File: src/rtl/fetch_unit.sv
// Instruction fetch stage: owns the PC, handshakes with instruction memory and
// presents a registered instruction word to the instruction register.
module fetch_unit #(
    parameter logic [15:0] RESET_PC = 16'h0000,
    parameter logic [15:0] NOP_WORD = 16'h0000,
    parameter logic [15:0] PC_STEP  = 16'd1
) (
    input  logic        clk,
    input  logic        rst,
    output logic        mem_req,
    output logic [15:0] mem_addr,
    input  logic [15:0] mem_rdata,
    input  logic        mem_ready,
    input  logic        stall,
    input  logic        branch_taken,
    input  logic [15:0] branch_target,
    output logic [15:0] instr_out,
    output logic        instr_valid,
    output logic [15:0] pc_out
);

    typedef enum logic [1:0] {
        FETCH   = 2'b00,
        ISSUE   = 2'b01,
        DISCARD = 2'b10
    } state_t;

    state_t      state;
    logic [15:0] pc;
    logic [15:0] pc_next;

    assign pc_next = pc + PC_STEP;

    always_ff @(posedge clk or negedge rst) begin
        if (!rst) begin
            state       <= FETCH;
            pc          <= RESET_PC;
            pc_out      <= RESET_PC;
            mem_addr    <= RESET_PC;
            mem_req     <= 1'b0;
            instr_out   <= NOP_WORD;
            instr_valid <= 1'b0;
        end else begin
            case (state)
                FETCH: begin
                    if (!mem_req) begin
                        // first cycle out of reset: no request outstanding yet
                        mem_req <= 1'b1;
                        if (branch_taken) begin
                            pc       <= branch_target;
                            mem_addr <= branch_target;
                        end else begin
                            mem_addr <= pc;
                        end
                    end else if (branch_taken) begin
                        pc <= branch_target;
                        if (mem_ready) begin
                            mem_addr    <= branch_target;
                            instr_out   <= NOP_WORD;
                            instr_valid <= 1'b0;
                        end else begin
                            state <= DISCARD;
                        end
                    end else if (mem_ready) begin
                        instr_out   <= mem_rdata;
                        pc_out      <= pc;
                        instr_valid <= 1'b1;
                        mem_req     <= 1'b0;
                        state       <= ISSUE;
                    end
                end
                ISSUE: begin
                    if (branch_taken) begin
                        pc          <= branch_target;
                        mem_addr    <= branch_target;
                        instr_out   <= NOP_WORD;
                        instr_valid <= 1'b0;
                        mem_req     <= 1'b1;
                        state       <= FETCH;
                    end else if (!stall) begin
                        pc          <= pc_next;
                        mem_addr    <= pc_next;
                        instr_valid <= 1'b0;
                        mem_req     <= 1'b1;
                        state       <= FETCH;
                    end
                end
                DISCARD: begin
                    // request to the old address is still in flight; its data is dropped
                    if (branch_taken)
                        pc <= branch_target;
                    if (mem_ready) begin
                        mem_addr <= branch_taken ? branch_target : pc;
                        state    <= FETCH;
                    end
                end
                default: begin
                    instr_valid <= 1'b0;
                    state       <= FETCH;
                end
            endcase
        end
    end

endmodule
File: config.mk
export PLATFORM = sky130hd
export DESIGN_NAME = fetch_unit
export DESIGN_NICKNAME = d
export VERILOG_FILES = /design/src/rtl/fetch_unit.sv
export SDC_FILE = /design/constraint.sdc
export NUM_CORES = 1
export LEC_CHECK = 0
export ABC_CLOCK_PERIOD_IN_PS = 2270
export BUFFER_PORTS_ARGS = -buffer_cell sky130_fd_sc_hd__buf_2
export CORE_MARGIN = 8
export CORE_UTILIZATION = 25
export CTS_CLUSTER_DIAMETER = 30
export DETAILED_ROUTE_END_ITERATION = 16
export PLACE_DENSITY_LB_ADDON = 0.25
export SYNTH_ARGS = -nofsm -noshare
export SYNTH_HDL_FRONTEND = slang
export SYNTH_SLANG_ARGS = --single-unit
export TNS_END_PERCENT = 100
File: constraint.sdc
create_clock -name clk -period 2.27 [get_ports clk]
set_input_delay 0.227 -clock clk [delete_from_list [all_inputs] [get_ports clk]]
set_output_delay 0.227 -clock clk [all_outputs]
set_load 0.005 [all_outputs]
==> qor.csv, run 1 <==
stage;metric;value;unit
synth;Post-synth EDFFs;0;
final_layout;share of layout cells above drive strength 1;29.72;%
critical_path;worst-path fanout max;26;
power_and_ir_drop;Sequential Power Share;29.4;%
floorplan;Chip Width;144.4;um
sta;Final Hold Viols;0;
grt;vias in the first global route;4089;
power_and_ir_drop;Peak supply drop;0.3896;mV
power_and_ir_drop;overall power;7.611;mW
synth;Synth area leaders;dfrtp_1 41%, nand2_1 6.9%, o21ai_0 4.3%;
detailed_routing;WL per Instance;17.54;um
detailed_routing;via-per-instance ratio;5.111;
clock_tree;total CTS buffers;9;
clock_tree;htree depth;3;
sta;Worst-Margin Slew;0.7027;ns
grt;GRT Overall Usage;13.70;%
floorplan;Initial Util;25.20;%
grt;largest net degree at the start of global routing;30;
power_and_ir_drop;leakage power;2.382;nW
power_and_ir_drop;sw frac;43.95;%
power_and_ir_drop;Clk pwr share;19.1;%
clock_tree;Sink Count;68;
synth;Synth Net Count;508;
synth;async set-reset flop share out of synthesis;100.0;%
placement;post-detail-place hpwl;10.01;mm
floorplan;io pins;87;
detailed_routing;DRC violations left;0;
worst_hold_path;Hold Startpoint;mem_rdata[3];
detailed_routing;iteration-0 DRC count of the detailed router;277;
detailed_routing;Total Wirelength;13.72;mm
sta;post-layout min period;2.087;ns
critical_path;crit-path cells;inv_1 -> ha_1 -> and3b_1 -> a2111o_1 -> buf_4 -> o31a_1;
synth;syn_area_per_cell;8.842;um^2
power_and_ir_drop;Switch Pwr;3.345;mW
worst_hold_path;WHS Endpoint;instr_out[3]$_DFFE_PN0P_;
critical_path;r2r worst-path depth;6;
run;max-cap violations;0;
placement;Routability Congestion;0.8303;
synth;synthesized area;4120;um^2
detailed_routing;drt first pass iters;7;
synth;top_reg_cell synth;dfrtp_1;
grt;global route overflow;0;
floorplan;DIE AREA;20840;um^2
synth;Yosys warnings;0;
critical_path;Worst EP arrival;2.31;ns
detailed_routing;via count;3997;
synth;Yosys reg bits;68;
critical_path;CP Capture Type;flop;
critical_path;CP Data Required Time;2.49;ns
synth;post-synth top area share;41.30;%
sta;Setup WS post-layout;0.1834;ns
final_layout;P&R area growth vs syn;26.88;%
power_and_ir_drop;PD cells;1456;nW/um^2
floorplan;Site Rows;47;
critical_path;crit path kind;flop to flop;
synth;Synth area leader;dfrtp_1;
sta;final cycle utilization of the critical path;91.92;%
sta;final slew viol count;0;
clock_tree;TritonCTS clock tree;done;
critical_path;Crit-path slowest cell;dfrtp_2;
final_layout;fin nets;599;
sta;Slew headroom;53.00;%
critical_path;critical path startpoint category;flop;
critical_path;terminus of the critical flop-to-flop path;mem_addr[9]$_DFFE_PN0P_;
critical_path;Critical R2R Launch;state[1]$_DFFE_PN0P_;
clock_tree;Worst-Skew Late Latency;0.34;ns
grt;initial antenna violation count;0;
clock_tree;Clock transition at path regs;0.06;ns
synth;post-synthesis cell count;466;
placement;Port Buffer Count;86;
sta;fmax;479.2;MHz
sta;Worst Skew;0.01082;ns
final_layout;# diodes;0;
synth;post-synthesis cell type count;67;
sta;RSZ-0062 raised after global routing;false;
critical_path;R2R Setup Slk;0.18;ns
final_layout;most common cell after layout, fill and taps aside;buf_2;
floorplan;chip height;144.4;um
worst_hold_path;Hold Path Cell Cnt;3;
clock_tree;Root Buffer;clkbuf_16;
power_and_ir_drop;P_int;4.266;mW
final_layout;commonest cells after routing, fill and taps aside;86 x buf_2, 76 x nand2_1, 67 x dfrtp_1;
sta;Setup Viol. Count Final;0;
run_status;status;finished clean;
clock_tree;clk buf depth;2;
floorplan;core area;16350;um^2
detailed_routing;antenna-violating nets left;0;
placement;post-place setup slack;-0.008160;ns
critical_path;slowest cell delay on critical path;0.41;ns
power_and_ir_drop;Comb pwr share;51.4;%
grt;first-pass GRT wire length;22.05;mm
synth;Seq/Total Area, Yosys;41.30;%
worst_hold_path;Worst Hold Class;input port to flop;
==> synth_stat cells, drive strengths merged, types with 11 or more instances <==
library cell / instances
nor2: 19
inv: 13
nor2b: 15
o31ai: 11
nand2: 76
a211oi: 14
o21ai: 41
dfrtp: 68
clkbuf: 19
nand3: 25
buf: 21
mux2: 15
a21oi: 26
==> metrics by stage <==
| step | hold WS (ns) | instances | util (%) | TNS [ns] | cell area (um^2) |
|---|---|---|---|---|---|
| after floorplan | -0.06859 | 466 | - | 0 | 4120 |
| after global placement | 0.2915 | 765 | 29.95 | 0 | 4896 |
| after detailed placement | 0.3057 | 765 | 29.95 | -0.008160 | 4896 |
| after CTS | 0.09268 | 782 | 31.88 | 0 | 5211 |
| after global routing | 0.09506 | 782 | 31.98 | 0 | 5228 |
| final | 0.1001 | 782 | 31.98 | 0 | 5228 |
==> cell families (layout without fill, tap and decap cells) <==
| kind of cell | after synthesis | in the layout | synth area share, % |
|---|---|---|---|
| and+or+nand+nor | 172 | 172 | 21.29 |
| AOI/OAI and AO/OA | 139 | 139 | 22.75 |
| DFF | 68 | 68 | 41.30 |
| buffers and inverters | 53 | 149 | 5.800 |
| muxes | 24 | 24 | 6.286 |
| adders and majority gates | 5 | 5 | 1.518 |
| xor gates and xnor gates | 5 | 5 | 1.063 |
==> layer usage <==
layer  GRT usage (%)  share of wire (%)  up-vias
met1           17.58                 45     1950
met5               0                  0        -
met2           21.51                 46      149
met3           3.962                7.2       18
li1                -                  -     1880
met4           4.765                1.9        0
==> sequential cells by signal, summed over array words and instances, names as in the netlist <==
register / cells
instr_out: 16
pc: 16
mem_addr: 16
instr_valid: 1
pc_out: 16
mem_req: 1
state: 2
==> timing repair <==
item | in CTS | in global routing
buffers inserted | 0 | 0
hold buffers | 1 | 0
endpoints found under the hold margin | 26 | 0
setup endpoints to repair | 0 | 24
resized for setup | 0 | 4
==> how the worst max path moves through the flow <==
stage | from | endpoint | cells after the start
2_1_floorplan | state[0]$_DFFE_PN0P_ | mem_addr[11]$_DFFE_PN0P_ | 8
3_3_place_gp | state[0]$_DFFE_PN0P_ | mem_addr[6]$_DFFE_PN0P_ | 7
3_5_place_dp | state[1]$_DFFE_PN0P_ | instr_out[0]$_DFFE_PN0P_ | 7
4_1_cts | state[1]$_DFFE_PN0P_ | instr_out[0]$_DFFE_PN0P_ | 7
5_1_grt | state[0]$_DFFE_PN0P_ | mem_addr[6]$_DFFE_PN0P_ | 7
6_report | state[1]$_DFFE_PN0P_ | mem_addr[9]$_DFFE_PN0P_ | 6
==> critical path, delay by kind of cell (launching register included) <==
kind                       cells  cell delay, ns
AOI/OAI and AO/OA              2            0.72
adders and majority gates      1            0.24
buffers and inverters          2            0.31
DFF                            1            0.41
and+or+nand+nor                1            0.28
==> area by class of cell <==
cell class / instances / area [um^2]
flip-flops and latches: 68 / 1703
multi-input cells: 345 / 2195
clock buffers: 9 / 225.2
clock inverters: 7 / 80.08
repair buffers: 120 / 700.7
well taps: 220 / 275.3
fillers: 1770 / 11120
inverters: 13 / 48.80
==> power groups by stage <==
stage                     logic (mW)  registers [mW]  clock network (mW)
after floorplan                 2.52            2.12                   0
after global placement          3.84            2.25                   0
after detailed placement        3.92            2.26                   0
after CTS                       3.93            2.25                1.49
after global routing            4.36            2.33                1.55
final                           3.91            2.24                1.46
(Power assumes the default switching activity.)
==> run 2: changes to the inputs <==
--- a/config.mk
+++ b/config.mk
@@ -7,10 +7,12 @@
 export LEC_CHECK = 0
 export ABC_CLOCK_PERIOD_IN_PS = 2270
 export BUFFER_PORTS_ARGS = -buffer_cell sky130_fd_sc_hd__buf_2
+export CORE_ASPECT_RATIO = 0.5
 export CORE_MARGIN = 8
 export CORE_UTILIZATION = 25
 export CTS_CLUSTER_DIAMETER = 30
 export DETAILED_ROUTE_END_ITERATION = 16
+export GPL_TIMING_DRIVEN = 0
 export PLACE_DENSITY_LB_ADDON = 0.25
 export SYNTH_ARGS = -nofsm -noshare
 export SYNTH_HDL_FRONTEND = slang
==> constraint.sdc (replaced) <==
create_clock -name clk -period 2.27 [get_ports clk]
set_input_delay 0.227 -clock clk [delete_from_list [all_inputs] [get_ports clk]]
set_output_delay 0.227 -clock clk [all_outputs]
set_load 0.02 [all_outputs]
==> run 2 against run 1 <==
Against the previous run: sequential power shrank 4%; design area grew 0.43%; total power grew 7.6%.
==> qor.csv, run 2 (synthesized netlist as in run 1, its figures left out) <==
stage;metric;value;unit;change
sta;final slew viol count;0;;unchanged
detailed_routing;iteration-0 DRC count of the detailed router;297;;+7.2%
floorplan;chip height;106.8;um;-26%
power_and_ir_drop;P_int;4.239;mW;-0.64%
placement;Routability Congestion;0.8528;;+2.7%
grt;vias in the first global route;4035;;-1.3%
grt;first-pass GRT wire length;23.62;mm;+7.1%
critical_path;CP Capture Type;flop;;
detailed_routing;Total Wirelength;14.92;mm;+8.8%
floorplan;Site Rows;33;;-30%
floorplan;DIE AREA;21090;um^2;+1.2%
final_layout;final core utilization;32.27;%;+0.30 points
sta;post-layout min period;2.162;ns;+0.07566 ns
final_layout;FF+latch area;1705;um^2;+0.15%
power_and_ir_drop;Clk pwr share;17.5;%;-1.6 points
placement;# placed instances;780;;+2.0%
critical_path;Worst EP arrival;2.38;ns;+0.07 ns
power_and_ir_drop;leakage power;2.373;nW;-0.40%
detailed_routing;via-per-instance ratio;5.006;;-2.1%
final_layout;# diodes;0;;unchanged
run_status;status;finished clean;;
run;max-cap violations;0;;unchanged
floorplan;Chip Width;197.6;um;+37%
floorplan;Initial Util;25.33;%;+0.12 points
placement;post-detail-place hpwl;11.16;mm;+11%
clock_tree;Sink Count;68;;unchanged
clock_tree;clk buf depth;2;;unchanged
critical_path;CP Data Required Time;2.49;ns;about the same
final_layout;area of the multi-input gates;2235;um^2;+1.8%
sta;Final Hold Viols;0;;unchanged
clock_tree;Root Buffer;clkbuf_16;;
power_and_ir_drop;sw frac;48.22;%;+4.3 points
final_layout;commonest cells after routing, fill and taps aside;100 x buf_2, 76 x nand2_1, 65 x dfrtp_1;;
placement;Port Buffer Count;86;;unchanged
power_and_ir_drop;PD cells;1559;nW/um^2;+7.1%
power_and_ir_drop;Sequential Power Share;26.1;%;-3.3 points
clock_tree;htree depth;3;;unchanged
clock_tree;TritonCTS clock tree;done;;
final_layout;most common cell after layout, fill and taps aside;buf_2;;
sta;final cycle utilization of the critical path;95.25;%;+3.3 points
clock_tree;Worst-Skew Late Latency;0.33;ns;about the same
detailed_routing;via count;3980;;-0.43%
detailed_routing;DRC violations left;0;;unchanged
grt;global route overflow;0;;unchanged
critical_path;crit path kind;flop to flop;;
worst_hold_path;Worst Hold Class;input port to flop;;
critical_path;worst-path fanout max;10;;-62%
final_layout;Finished Layout Cells;795;;+1.7%
sta;Setup Viol. Count Final;0;;unchanged
sta;fmax;462.5;MHz;-3.5%
sta;Setup WS post-layout;0.1077;ns;-0.07566 ns
critical_path;critical path startpoint category;flop;;
placement;post-place setup slack;-0.3213;ns;-0.3132 ns
detailed_routing;WL per Instance;18.77;um;+7.0%
grt;largest net degree at the start of global routing;53;;+77%
power_and_ir_drop;Comb pwr share;56.4;%;+5.0 points
grt;initial antenna violation count;0;;unchanged
detailed_routing;drt first pass iters;5;;-2
clock_tree;total CTS buffers;9;;unchanged
critical_path;slowest cell delay on critical path;0.51;ns;+0.10 ns
floorplan;core area;16270;um^2;-0.49%
floorplan;io pins;87;;unchanged
sta;Slew headroom;56.39;%;+3.4 points
sta;Worst Skew;0.008024;ns;-0.002797 ns
power_and_ir_drop;Switch Pwr;3.948;mW;+18%
final_layout;FILL cells;1755;;-0.85%
detailed_routing;antenna-violating nets left;0;;unchanged
sta;Worst-Margin Slew;0.6542;ns;-0.04852 ns
final_layout;fin nets;605;;+1.0%
grt;GRT Overall Usage;14.19;%;+0.49 points
clock_tree;Clock transition at path regs;0.06;ns;about the same
critical_path;Crit-path slowest cell;a2111o_1;;
sta;Hold Slack;0.1142;ns;+0.01406 ns
final_layout;P&R area growth vs syn;27.42;%;
critical_path;crit-path cells;inv_1 -> ha_1 -> and3b_1 -> a2111o_1 -> buf_6 -> o31a_1;;
power_and_ir_drop;Peak supply drop;0.3988;mV;+2.4%
final_layout;share of layout cells above drive strength 1;30.81;%;+1.1 points
[run 2: cell types whose count changed in the layout (fill, tap and decap cells not counted), sizes merged]
cell,delta
inv,-3
clkinv,+2
clkbuf,+17
buf,-10
[run 2: routing by layer]
layer | share of wire, % | wire (um) | GRT usage [%] | vias to the layer above
met3 | 6.1 | 912 | 3.814 | 23
met4 | 2.2 | 335 | 4.663 | 0
met5 | 0 | 0 | 0 | -
met1 | 50 | 7449 | 20.14 | 1937
met2 | 42 | 6221 | 20.52 | 124
li1 | - | - | - | 1896
[run 2: final timing paths]
| kind | cells past startpoint | start | slack, ns | to |
|---|---|---|---|---|
| worst max-delay path | 6 | state[1]$_DFFE_PN0P_ | 0.11 | mem_addr[11]$_DFFE_PN0P_ |
| worst min-delay path | 3 | mem_rdata[8] | 0.11 | instr_out[8]$_DFFE_PN0P_ |
| worst max register to register | 6 | state[1]$_DFFE_PN0P_ | 0.11 | mem_addr[11]$_DFFE_PN0P_ |
| worst min register to register | 2 | instr_out[1]$_DFFE_PN0P_ | 0.46 | instr_out[1]$_DFFE_PN0P_ |
| max in group asynchronous | 3 | rst | 1.41 | pc[1]$_DFFE_PN0P_ |
| min in group asynchronous | 2 | rst | 0.32 | instr_out[7]$_DFFE_PN0P_ |
[run 2: cell type report]
type                    instances  share of cell area (%)
plain buffers                  37                   3.742
clock buffers                  10                   4.552
clock inverters                 6                   1.215
inverters                      13                  0.9295
multi-input cells             345                   42.56
flip-flops and latches         68                   32.48
well taps                     227                   5.410
repair buffers                 89                   9.104
[run 2: through the flow]
stage / cell area, um^2 / power (mW) / TNS (ns)
6_report: 5250 / 8.186 / 0
5_1_grt: 5250 / 8.811 / -0.002560
4_1_cts: 5191 / 8.099 / -0.003998
3_5_place_dp: 4865 / 6.596 / -4.383
3_3_place_gp: 4835 / 6.554 / -5.447
2_1_floorplan: 4120 / 5.067 / 0
[run 2: what timing repair did]
item                                    in CTS  in global routing
buffers inserted                             1                  0
pin swaps                                    1                  1
hold buffers                                 1                  0
gates cloned                                 0                  0
endpoints found under the hold margin       16                  0
gates resized for setup                      8                 25
endpoints found under the setup margin      37                 39
[run 2: power groups by stage]
stage,clock network (mW),logic (mW),registers [mW]
4_1_cts,1.47,4.49,2.13
3_5_place_dp,0,4.45,2.15
6_report,1.43,4.61,2.14
2_1_floorplan,0,2.52,2.55
5_1_grt,1.52,5.07,2.22
3_3_place_gp,0,4.43,2.13
[run 2: critical path, delay by kind of cell (launching register included)]
kind / cells / cell delay [ns]
AO/OA/AOI/OAI: 2 / 0.80
adder cells (fa/ha/maj): 1 / 0.26
AND/OR/NAND/NOR: 1 / 0.30
buffers and inverters: 2 / 0.27
flip-flops: 1 / 0.41
==> run 3: changes to the inputs <==
--- a/config.mk
+++ b/config.mk
@@ -14,6 +14,8 @@
 export DETAILED_ROUTE_END_ITERATION = 16
 export GPL_TIMING_DRIVEN = 0
 export PLACE_DENSITY_LB_ADDON = 0.25
+export RECOVER_POWER = 25
+export SLEW_MARGIN = 20
 export SYNTH_ARGS = -nofsm -noshare
 export SYNTH_HDL_FRONTEND = slang
 export SYNTH_SLANG_ARGS = --single-unit
==> run 3 against run 2 <==
Against the previous run: routed wire length is 0.34% lower; first-iteration DRC count stayed put; sequential cell count stayed put; die area stayed put; largest power group unchanged.
==> qor.csv, run 3 (synthesized netlist as in run 1, its figures left out) <==
stage;metric;value;unit;change
placement;Port Buffer Count;86;;unchanged
final_layout;FILL cells;1755;;unchanged
power_and_ir_drop;Peak supply drop;0.3988;mV;about the same
clock_tree;Root Buffer;clkbuf_16;;
floorplan;Initial Util;25.33;%;unchanged
sta;Worst-Margin Slew;1.125;ns;+0.4704 ns
critical_path;slowest cell delay on critical path;0.49;ns;-0.02 ns
critical_path;CP Data Required Time;2.49;ns;about the same
critical_path;Critical R2R Launch;state[0]$_DFFE_PN0P_;;
grt;initial antenna violation count;0;;unchanged
run_status;status;finished clean;;
grt;GRT Overall Usage;14.19;%;unchanged
sta;fmax;463.9;MHz;+0.31%
critical_path;crit path kind;flop to flop;;
final_layout;commonest cells after routing, fill and taps aside;100 x buf_2, 76 x nand2_1, 65 x dfrtp_1;;
run;max-cap violations;0;;unchanged
placement;# placed instances;780;;unchanged
sta;Worst Skew;0.007108;ns;-0.0009156 ns
final_layout;Finished Layout Cells;795;;unchanged
final_layout;share of layout cells above drive strength 1;30.63;%;-0.18 points
critical_path;Crit-path slowest cell;a2111o_1;;
clock_tree;clk buf depth;2;;unchanged
floorplan;chip height;106.8;um;unchanged
critical_path;critical path startpoint category;flop;;
floorplan;DIE AREA;21090;um^2;unchanged
floorplan;Site Rows;33;;unchanged
power_and_ir_drop;PD cells;1559;nW/um^2;about the same
clock_tree;Clock transition at path regs;0.06;ns;about the same
detailed_routing;drt first pass iters;5;;unchanged
sta;final cycle utilization of the critical path;94.96;%;-0.30 points
detailed_routing;via count;3958;;-0.55%
detailed_routing;DRC violations left;0;;unchanged
floorplan;io pins;87;;unchanged
final_layout;final core utilization;32.25;%;about the same
sta;Setup Viol. Count Final;0;;unchanged
grt;global route overflow;0;;unchanged
detailed_routing;WL per Instance;18.70;um;-0.34%
final_layout;# diodes;0;;unchanged
detailed_routing;via-per-instance ratio;4.979;;-0.55%
final_layout;most common cell after layout, fill and taps aside;buf_2;;
critical_path;top cell family by delay on the critical path;compound AO/OA/AOI/OAI gates;;
clock_tree;Sink Count;68;;unchanged
detailed_routing;iteration-0 DRC count of the detailed router;297;;unchanged
power_and_ir_drop;overall power;8.181;mW;about the same
clock_tree;TritonCTS clock tree;done;;
placement;post-detail-place hpwl;11.16;mm;unchanged
sta;final slew viol count;0;;unchanged
final_layout;P&R area growth vs syn;27.33;%;about the same
placement;Routability Congestion;0.8528;;unchanged
clock_tree;total CTS buffers;9;;unchanged
clock_tree;htree depth;3;;unchanged
sta;Slew headroom;25.03;%;-31 points
detailed_routing;antenna-violating nets left;0;;unchanged
floorplan;core area;16270;um^2;unchanged
critical_path;CP startpoint;state[0]$_DFFE_PN0P_;;
sta;setup_tns;0;ns;unchanged
worst_hold_path;Worst Hold Class;input port to flop;;
sta;Hold Slack;0.1154;ns;+0.001242 ns
floorplan;Chip Width;197.6;um;unchanged
detailed_routing;Total Wirelength;14.87;mm;-0.34%
worst_hold_path;Hold Startpoint;mem_rdata[8];;
grt;largest net degree at the start of global routing;53;;unchanged
grt;first-pass GRT wire length;23.62;mm;unchanged
grt;vias in the first global route;4035;;unchanged
critical_path;worst-path fanout max;10;;unchanged
critical_path;Worst EP arrival;2.37;ns;about the same
clock_tree;Worst-Skew Late Latency;0.33;ns;about the same
sta;Final Hold Viols;0;;unchanged
critical_path;buffer and inverter count on the worst path;3;;+1
critical_path;CP Capture Type;flop;;
final_layout;fin nets;605;;unchanged
sta;post-layout min period;2.156;ns;-0.006735 ns
critical_path;crit-path cells;inv_1 -> ha_1 -> buf_2 -> and2_1 -> a2111o_1 -> buf_6 -> o31a_1;;
power_and_ir_drop;leakage power;2.369;nW;-0.15%
[run 3: cell count changes in the layout (fill, tap and decap cells not counted), sizes merged]
cell,delta
buf,-1
clkbuf,+1
[run 3: path summary, 6_finish.rpt]
check	endpoint	slack [ns]	cells after the start
worst max-delay path	mem_addr[11]$_DFFE_PN0P_	0.11	7
worst min-delay path	instr_out[8]$_DFFE_PN0P_	0.12	3
worst max register to register	mem_addr[11]$_DFFE_PN0P_	0.11	7
worst min register to register	instr_out[1]$_DFFE_PN0P_	0.46	2
max in group asynchronous	pc[1]$_DFFE_PN0P_	0.80	3
min in group asynchronous	instr_out[7]$_DFFE_PN0P_	0.64	2
[run 3: stage by stage]
step           instance area [um^2]  worst slack, ns
2_1_floorplan                  4120           0.2338
3_3_place_gp                   4835          -0.3329
3_5_place_dp                   4865          -0.3213
4_1_cts                        5191        -0.003998
5_1_grt                        5246        -0.002560
6_report                       5246           0.1145
[run 3: timing repair]
item	in CTS	in global routing
setup buffers	1	0
setup endpoints to repair	37	39
gates cloned	0	0
hold buffers	1	0
endpoints found under the hold margin	16	0
pin swaps	1	1
gates resized for setup	8	25
[run 3: final cells by class]
class                           count  area, um^2  share of cell area (%)
Buffer                             37       196.4                   3.744
Clock inverter                      6       63.81                   1.216
Inverter                           13       48.80                  0.9301
Multi-Input combinational cell    345        2235                   42.59
Tap cell                          227       284.0                   5.414
Sequential cell                    68        1705                   32.51
Timing Repair Buffer               89       474.2                   9.039
Clock buffer                       10       239.0                   4.555
[run 3: worst reg2reg max path, stage by stage (launching register included)]
cell	delay, ns
dfrtp_2	0.40
inv_1	0.09
ha_1	0.20
buf_2	0.19
and2_1	0.18
a2111o_1	0.49
buf_6	0.20
o31a_1	0.29
[run 3: report_power, final]
part | switching (mW) | total [mW] | internal [mW]
Clock | 0.553 | 1.43 | 0.878
Sequential | 0.366 | 2.14 | 1.77
Combinational | 3.02 | 4.61 | 1.59
Total | 3.94 | 8.18 | 4.24
[run 3: per-layer routing]
layer / wire length [um] / GRT usage, %
met1: 7459 / 20.14
met2: 6209 / 20.52
met3: 864 / 3.814
met4: 335 / 4.663
met5: 0 / 0
